**src/rtl/serial_adder4_if.sv**
```systemverilog
// Operand/result bundle for serial_adder4.
// Optional ovf signal exists only when SERIAL_ADDER4_OVF_EN is defined.
interface serial_adder4_if;
    logic       start;
    logic [3:0] a;
    logic [3:0] b;
    logic       cin;
    logic       busy;
    logic       done;
    logic [3:0] sum;
    logic       cout;
`ifdef SERIAL_ADDER4_OVF_EN
    logic       ovf;

    modport master (
        output start, a, b, cin,
        input  busy, done, sum, cout, ovf
    );

    modport slave (
        input  start, a, b, cin,
        output busy, done, sum, cout, ovf
    );
`else
    modport master (
        output start, a, b, cin,
        input  busy, done, sum, cout
    );

    modport slave (
        input  start, a, b, cin,
        output busy, done, sum, cout
    );
`endif
endinterface

```
**src/rtl/serial_adder4.sv**
```systemverilog
// Bit-serial 4-bit adder, one full-adder cell, LSB first, 4 cycles per op.
// Optional signed-overflow output enabled by SERIAL_ADDER4_OVF_EN.
module serial_adder4 (
    input  logic          clk,
    input  logic          rst,
    serial_adder4_if.slave bus
);

    typedef enum logic {
        IDLE = 1'b0,
        RUN  = 1'b1
    } state_t;

    state_t     state;
    state_t     state_nx;

    logic [3:0] ra;
    logic [3:0] rb;
    logic [2:0] acc;
    logic       c;
    logic [1:0] cnt;

    logic       load;
    logic       step;
    logic       last;

    logic       fs;
    logic       fc;

    logic [3:0] sum_q;
    logic       cout_q;
    logic       done_q;

    // single full-adder cell on the current LSBs and carry
    assign fs = ra[0] ^ rb[0] ^ c;
    assign fc = (ra[0] & rb[0]) | (c & (ra[0] ^ rb[0]));

    // state register
    always_ff @(posedge clk) begin
        if (rst) begin
            state <= IDLE;
        end else begin
            state <= state_nx;
        end
    end

    // next-state and step control; start is only looked at in IDLE
    always_comb begin
        state_nx = state;
        load     = 1'b0;
        step     = 1'b0;
        last     = 1'b0;
        case (state)
            IDLE: begin
                if (bus.start) begin
                    load     = 1'b1;
                    state_nx = RUN;
                end
            end
            RUN: begin
                step = 1'b1;
                if (cnt == 2'd3) begin
                    last     = 1'b1;
                    state_nx = IDLE;
                end
            end
            default: state_nx = IDLE;
        endcase
    end

    // operand shifters, carry and bit counter; partial sum enters from MSB
    always_ff @(posedge clk) begin
        if (rst) begin
            ra  <= 4'd0;
            rb  <= 4'd0;
            acc <= 3'd0;
            c   <= 1'b0;
            cnt <= 2'd0;
        end else if (load) begin
            ra  <= bus.a;
            rb  <= bus.b;
            c   <= bus.cin;
            cnt <= 2'd0;
        end else if (step) begin
            ra  <= {1'b0, ra[3:1]};
            rb  <= {1'b0, rb[3:1]};
            acc <= {fs, acc[2:1]};
            c   <= fc;
            cnt <= cnt + 2'd1;
        end
    end

    // result registers change only on the final bit; done is a 1-cycle pulse
    always_ff @(posedge clk) begin
        if (rst) begin
            sum_q  <= 4'd0;
            cout_q <= 1'b0;
            done_q <= 1'b0;
        end else begin
            done_q <= last;
            if (last) begin
                sum_q  <= {fs, acc};
                cout_q <= fc;
            end
        end
    end

`ifdef SERIAL_ADDER4_OVF_EN
    logic ovf_q;

    // overflow = carry into bit 3 xor carry out of bit 3
    always_ff @(posedge clk) begin
        if (rst) begin
            ovf_q <= 1'b0;
        end else if (last) begin
            ovf_q <= c ^ fc;
        end
    end

    assign bus.ovf = ovf_q;
`endif

    assign bus.busy = (state == RUN);
    assign bus.done = done_q;
    assign bus.sum  = sum_q;
    assign bus.cout = cout_q;

endmodule

```
**src/flat_wrapper.sv**
```systemverilog
// flat-port wrapper written by rule: the top's interface ports become plain ports
module serial_adder4_flat 
  (clk, rst, bus_start, bus_a, bus_b, bus_cin, bus_busy, bus_done, bus_sum, bus_cout);
  serial_adder4_if bus_i ();
  input  logic clk;
  input  logic rst;
  input wire logic [$bits(bus_i.start)-1:0] bus_start;
  input wire logic [$bits(bus_i.a)-1:0] bus_a;
  input wire logic [$bits(bus_i.b)-1:0] bus_b;
  input wire logic [$bits(bus_i.cin)-1:0] bus_cin;
  output wire logic [$bits(bus_i.busy)-1:0] bus_busy;
  output wire logic [$bits(bus_i.done)-1:0] bus_done;
  output wire logic [$bits(bus_i.sum)-1:0] bus_sum;
  output wire logic [$bits(bus_i.cout)-1:0] bus_cout;
  assign bus_i.start = bus_start;
  assign bus_i.a = bus_a;
  assign bus_i.b = bus_b;
  assign bus_i.cin = bus_cin;
  assign bus_busy = bus_i.busy;
  assign bus_done = bus_i.done;
  assign bus_sum = bus_i.sum;
  assign bus_cout = bus_i.cout;
  serial_adder4 u_core (.clk(clk), .rst(rst), .bus(bus_i));
endmodule
```
**config.mk**
```make
export PLATFORM = sky130hd
export DESIGN_NAME = serial_adder4_flat
export DESIGN_NICKNAME = d
export VERILOG_FILES = /design/src/rtl/serial_adder4_if.sv /design/src/rtl/serial_adder4.sv /design/src/flat_wrapper.sv
export SDC_FILE = /design/constraint.sdc
export NUM_CORES = 1
export LEC_CHECK = 0
export CAP_MARGIN = 20
export CORE_UTILIZATION = 52
export CTS_CLUSTER_SIZE = 40
export DETAILED_ROUTE_END_ITERATION = 7
export PLACE_DENSITY = 0.81
export SETUP_SLACK_MARGIN = 0.02
export SLEW_MARGIN = 30
export SYNTH_ARGS = -nofsm -noshare
export SYNTH_HDL_FRONTEND = slang
export SYNTH_SLANG_ARGS = --single-unit
```
**constraint.sdc**
```tcl
create_clock -name clk -period 1.7 [get_ports clk]
set_input_delay 0.425 -clock clk [delete_from_list [all_inputs] [get_ports clk]]
set_output_delay 0.425 -clock clk [all_outputs]
set_load 0.1 [all_outputs]
```
==> impl_metrics.env, run 1 <==
export IMPL_drc=2
export IMPL_rsz0062_at_grt="false"
export IMPL_pwr_share_seq_pct=57.8
export IMPL_routed_top_layer="met4"
export IMPL_worst_slew_pin_slew_ps=408
export IMPL_hold_viol=0
export IMPL_maxCapViolCount=0
export IMPL_postCtsSetupRepairBufs=0
export IMPL_met2_length_um=799
export IMPL_synthesis_nets=101
export IMPL_area_growth_pct=31.6
export IMPL_path_delay_family="flip-flops"
export IMPL_core_area_mm2=0.00156
export IMPL_wl_per_cell_um=13.4
export IMPL_ys_seq_area_share_pct=46.8
export IMPL_wl_mm=1.63
export IMPL_tritoncts="built"
export IMPL_nNetsFinal=121
export IMPL_crit_fanout=14
export IMPL_start_util_pct=57.6
export IMPL_swShare_pct=27.0
export IMPL_fin_tns_setup_ps=0
export IMPL_drt_iter0_markers=9
export IMPL_clkSinkCount=21
export IMPL_hold_ws_ps=489
export IMPL_slowest_delay_ps=490
export IMPL_firstDrtPassIters=5
export IMPL_antenna_found_initial=0
export IMPL_overflow=0
export IMPL_drv_slew=0
export IMPL_worstSkewPairLatency_ps=320
export IMPL_dpl_hpwl_mm=1.17
export IMPL_wl_met1_um=715
export IMPL_setup_viol=0
export IMPL_path_buf_inv=1
export IMPL_place_area_mm2=0.00115
export IMPL_io_buffers=18
export IMPL_drtAntennaViolNets=0
export IMPL_grt_pass1_vias=611
export IMPL_h_tree_depth=1
export IMPL_synthTopCellsByArea="dfxtp_1 47%, mux2i_1 13%, a211oi_1 6.7%, a21bo_2 5.6%, nor2b_1 4.9%"
export IMPL_grt_max_degree=22
export IMPL_die_h_um=43.6
export IMPL_synthesis_area_um2=898
export IMPL_die_w_um=43.6
export IMPL_synth_cell_types=19
export IMPL_status="finished with violations"
export IMPL_fmax_ghz=0.693
export IMPL_period_share_pct=84.9
export IMPL_clock_power_share_pct=27.2
export IMPL_avgViaCountPerCell=5.49
export IMPL_skew_ps=5.75
export IMPL_dp_cells=118
export IMPL_cts_clk_slew_worst_paths_ps=120
export IMPL_cpMaxStageDelayCell="dfxtp_2"
export IMPL_start_kind="flop"
export IMPL_final_cell_area_mm2=0.00118
export IMPL_worstPathRequired_ps=1270
export IMPL_stdcell_count=122
export IMPL_met3_length_um=65
export IMPL_diodes=0
export IMPL_crit_chain="buf_12"
export IMPL_fillers=110
export IMPL_track_usage_pct=20.6
export IMPL_vias=670
export IMPL_clockBufferDepth=2
export IMPL_slew_headroom_pct=72.8
export IMPL_p_per_area_mw_per_mm2=788
export IMPL_crit_arrival_ps=1020
export IMPL_yosysTopAreaCell="dfxtp_1"
export IMPL_ys_seq_elements=21
export IMPL_p_int_mw=0.681
export IMPL_std_cell_rows=14
export IMPL_grt_pass1_wl_mm=2.73
export IMPL_min_period_ps=1440
export IMPL_synth_avg_cell_area_um2=10.3
export IMPL_power_leakage_nw=0.471
export IMPL_hold_class="flop to flop"
export IMPL_dieArea_mm2=0.00190
export IMPL_io_pins=19
export IMPL_syn_inst=87
export IMPL_cts_buffers=3
export IMPL_violations="DRC"
export IMPL_endpoint_kind="primary output"
export IMPL_yosysWarningCount=0
export IMPL_drive_gt1_share_pct=19.8
export IMPL_power_switching_mw=0.251
export IMPL_criticalPathCategory="flop to primary output"
export IMPL_pwr_share_comb_pct=15.1
export IMPL_synth_top_area_share_pct=46.8
export IMPL_utilization_pct=75.8
export IMPL_ir_drop_v=0.000609
export IMPL_cts_root_buf="clkbuf_4"
export IMPL_gp_congestion=0.742
## cell families after synthesis
| family | count (synthesis) | share of synthesized area, % |
|---|---|---|
| AO/OA/AOI/OAI | 20 | 16.2 |
| buffers and inverters | 8 | 5.71 |
| flip-flops | 21 | 46.8 |
| multiplexers | 12 | 13.4 |
| adder cells (fa/ha/maj) | 2 | 3.62 |
| AND/OR/NAND/NOR | 24 | 14.3 |
## per-stage QoR
step	setup WS, ps	power [mW]
after global placement	143	0.683
after CTS	104	0.939
after detailed placement	78.3	0.689
after floorplan	50.0	0.637
after global routing	193	0.977
final	257	0.932
## final cells by class
| type | count | area [um2] | share of cell area (%) |
|---|---|---|---|
| multi-input combinational | 58 | 427 | 36.1 |
| sequential | 21 | 422 | 35.7 |
| timing repair buffer | 22 | 280 | 23.7 |
| clock buffer | 3 | 22.5 | 1.90 |
| tap | 16 | 20.0 | 1.69 |
| clock inverter | 1 | 7.51 | 0.635 |
| inverter | 1 | 3.75 | 0.317 |
## Yosys cell counts, drive strengths merged
cell type   n
nand2b      1
inv         1
nand2       2
clkbuf      2
mux2i      12
nor2b       7
nor2        5
fa          1
a21oi       7
nor3        2
nand3       5
dfxtp      21
buf         5
ha          1
a21bo       5
or3b        2
a211oi      8
## tightest hold or removal path: stages (launching register included)
cell,delay [ps]
dfxtp_1,330
nand3_1,60
a21oi_1,60
## flip-flops by register name, summed over array words and instances, names as in the netlist
register / count
u_core.bus.cout: 1
u_core.bus.done: 1
u_core.ra: 4
u_core.bus.busy: 1
u_core.c: 1
u_core.bus.sum: 4
u_core.cnt: 2
u_core.rb: 4
u_core.acc: 3
## placed cells by master (no fill, tap or decap), types with 3 or more instances in the layout
cell             Yosys  layout
dfxtp_1             21      20
mux2i_1             12      12
clkdlybuf4s50_1      0      11
a211oi_1             8       8
nor2b_1              7       7
a21oi_1              7       7
buf_12               0       7
nand3_1              5       5
a21bo_2              5       5
nor2_1               5       5
buf_4                1       4
clkbuf_4             0       3
## power groups by stage
stage                     combinational [mW]  clock [mW]  sequential [mW]
after floorplan                       0.0829           0            0.554
after global placement                 0.135           0            0.548
after detailed placement               0.140           0            0.549
after CTS                              0.141       0.260            0.538
after global routing                   0.151       0.282            0.543
final                                  0.140       0.253            0.538
## layer usage
layer  vias up  track usage [%]
met3         5             6.25
met2        11             30.1
met4         0             15.0
met1       309             25.5
met5         -                0
li1        345                -
## worst paths after layout
kind	from	end	slack, ps	depth (start not counted)
setup / recovery	u_core.bus.busy	bus_busy	260	1
hold / removal	u_core.acc[0]	u_core.bus.sum[0]	490	2
setup reg to reg	u_core.bus.busy	u_core.cnt[1]	480	3
hold reg to reg	u_core.acc[0]	u_core.bus.sum[0]	490	2
## what timing repair did
item | CTS | global route
resized for setup | 0 | 1
endpoints found under the setup margin | 0 | 1
hold buffers | 0 | 0
(Power assumes the default switching activity.)
==> run 2, diff against run 1 <==
--- a/config.mk
+++ b/config.mk
@@ -6,10 +6,10 @@
 export NUM_CORES = 1
 export LEC_CHECK = 0
 export CAP_MARGIN = 20
-export CORE_UTILIZATION = 52
+export CORE_UTILIZATION = 48
 export CTS_CLUSTER_SIZE = 40
 export DETAILED_ROUTE_END_ITERATION = 7
-export PLACE_DENSITY = 0.81
+export PLACE_DENSITY = 0.76
 export SETUP_SLACK_MARGIN = 0.02
 export SLEW_MARGIN = 30
 export SYNTH_ARGS = -nofsm -noshare
==> constraint.sdc (replaced) <==
create_clock -name clk -period 1.5 [get_ports clk]
set_input_delay 0.375 -clock clk [delete_from_list [all_inputs] [get_ports clk]]
set_output_delay 0.375 -clock clk [all_outputs]
set_load 0.1 [all_outputs]
==> impl_metrics.env, run 2 (synthesis gave the netlist of run 1 again) <==
export IMPL_slew_headroom_pct=72.3
export IMPL_clock_power_share_pct=26.1
export IMPL_worstPathRequired_ps=1120
export IMPL_mostFrequentLayoutCells="20 x dfxtp_1, 12 x mux2i_1, 11 x clkdlybuf4s50_1"
export IMPL_gp_congestion=0.708
export IMPL_stdcell_count=131
export IMPL_overflow=0
export IMPL_dieArea_mm2=0.00205
export IMPL_min_period_ps=1370
export IMPL_firstDrtPassIters=4
export IMPL_worstHoldEndpoint="u_core.bus.sum[0]"
export IMPL_p_per_area_mw_per_mm2=867
export IMPL_cpMaxStageDelayCell="dfxtp_4"
export IMPL_drt_iter0_markers=5
export IMPL_diodes=0
export IMPL_rsz0062_at_grt="false"
export IMPL_grt_pass1_wl_mm=2.67
export IMPL_h_tree_depth=1
export IMPL_drive_gt1_share_pct=19.8
export IMPL_std_cell_rows=15
export IMPL_r2r_end="u_core.bus.sum[3]"
export IMPL_r2r_start="u_core.c"
export IMPL_hold_path_cell_count=2
export IMPL_multi_input_area_um2=427
export IMPL_skew_ps=6.96
export IMPL_drtAntennaViolNets=0
export IMPL_postCtsSetupRepairBufs=0
export IMPL_ctsHoldBuffers=0
export IMPL_vias=686
export IMPL_layout_commonest_cell="dfxtp_1"
export IMPL_grt_max_degree=22
export IMPL_start_kind="flop"
export IMPL_slowest_delay_ps=480
export IMPL_criticalPathCategory="flop to primary output"
export IMPL_hold_start="u_core.acc[0]"
export IMPL_dp_cells=127
export IMPL_wl_mm=1.63
export IMPL_crit_arrival_ps=990
export IMPL_final_setup_worst_slack_ps=131
export IMPL_track_usage_pct=18.7
export IMPL_period_share_pct=91.3
export IMPL_wl_per_cell_um=12.5
export IMPL_setup_viol=0
export IMPL_hold_viol=0
export IMPL_hold_class="flop to flop"
export IMPL_r2r_slack_ps=320
export IMPL_die_h_um=45.3
export IMPL_fillers=136
export IMPL_dpl_hpwl_mm=1.17
export IMPL_clockBufferDepth=2
export IMPL_cts_clk_slew_worst_paths_ps=120
export IMPL_p_total_mw=1.05
export IMPL_utilization_pct=69.1
export IMPL_cts_buffers=3
export IMPL_ir_drop_v=0.000738
export IMPL_endpoint_kind="primary output"
export IMPL_avgViaCountPerCell=5.24
export IMPL_fmax_ghz=0.731
export IMPL_hold_ws_ps=475
export IMPL_worstSkewPairLatency_ps=300
export IMPL_worst_slew_pin_slew_ps=415
export IMPL_maxCapViolCount=0
export IMPL_crit_fanout=19
export IMPL_preCtsSetupSlack_ps=-53.2
export IMPL_start_util_pct=51.5
export IMPL_pwr_share_seq_pct=58.6
export IMPL_swShare_pct=26.3
export IMPL_place_area_mm2=0.00118
export IMPL_crit_chain="buf_12"
export IMPL_power_switching_mw=0.275
export IMPL_nNetsFinal=121
export IMPL_area_growth_pct=34.3
export IMPL_final_cell_area_mm2=0.00121
export IMPL_io_buffers=18
export IMPL_drc=0
export IMPL_tritoncts="built"
export IMPL_die_w_um=45.3
export IMPL_status="complete, no violations"
export IMPL_power_leakage_nw=0.480
export IMPL_path_buf_inv=1
export IMPL_seq_area_um2=424
export IMPL_pwr_share_comb_pct=15.3
export IMPL_path_delay_family="flip-flops"
export IMPL_antenna_found_initial=0
export IMPL_p_int_mw=0.771
export IMPL_fin_tns_setup_ps=0
export IMPL_reg2reg_depth=3
export IMPL_io_pins=19
export IMPL_cts_resized=0
export IMPL_clkSinkCount=21
export IMPL_core_area_mm2=0.00175
export IMPL_cts_root_buf="clkbuf_4"
export IMPL_drv_slew=0
export IMPL_grt_pass1_vias=596
==> run 2: changes by cell type in the layout (fill, tap and decap cells not counted) <==
cell / change
dfxtp_4: +1
clkinv_2: +1
buf_4: -1
buf_12: +1
dfxtp_2: -1
clkinvlp_4: -1
==> run 2: worst max path at each step <==
stage,startpoint,to,slack [ps],cells past startpoint
finish,u_core.bus.busy,bus_busy,130,1
global placement,bus_start,u_core.rb[1],40,4
detailed placement,bus_start,u_core.rb[1],-50,4
CTS,u_core.bus.busy,bus_busy,20,1
global route,u_core.bus.busy,bus_busy,60,1
floorplan,u_core.bus.sum[0],u_core.bus.sum[0],100,2
==> run 2: layer usage <==
metal	track usage (%)	share of wire, %	up-vias
met5	0	0	-
met4	9.09	1.3	0
met3	4.80	3.1	2
met2	28.4	48	15
met1	24.6	48	320
li1	-	-	349
==> run 2: layout make-up <==
cell class	count	share of cell area (%)
sequential	21	35.2
clock inverter	1	0.415
timing repair buffer	22	24.3
tap	25	2.59
clock buffer	3	1.87
inverter	1	0.311
multi-input combinational	58	35.4
==> run 2: power by group through the flow <==
stage / Clock [mW] / Sequential, mW / Combinational, mW
detailed placement: 0 / 0.626 / 0.159
floorplan: 0 / 0.628 / 0.0938
finish: 0.273 / 0.613 / 0.160
global route: 0.311 / 0.619 / 0.172
CTS: 0.286 / 0.613 / 0.160
global placement: 0 / 0.625 / 0.154
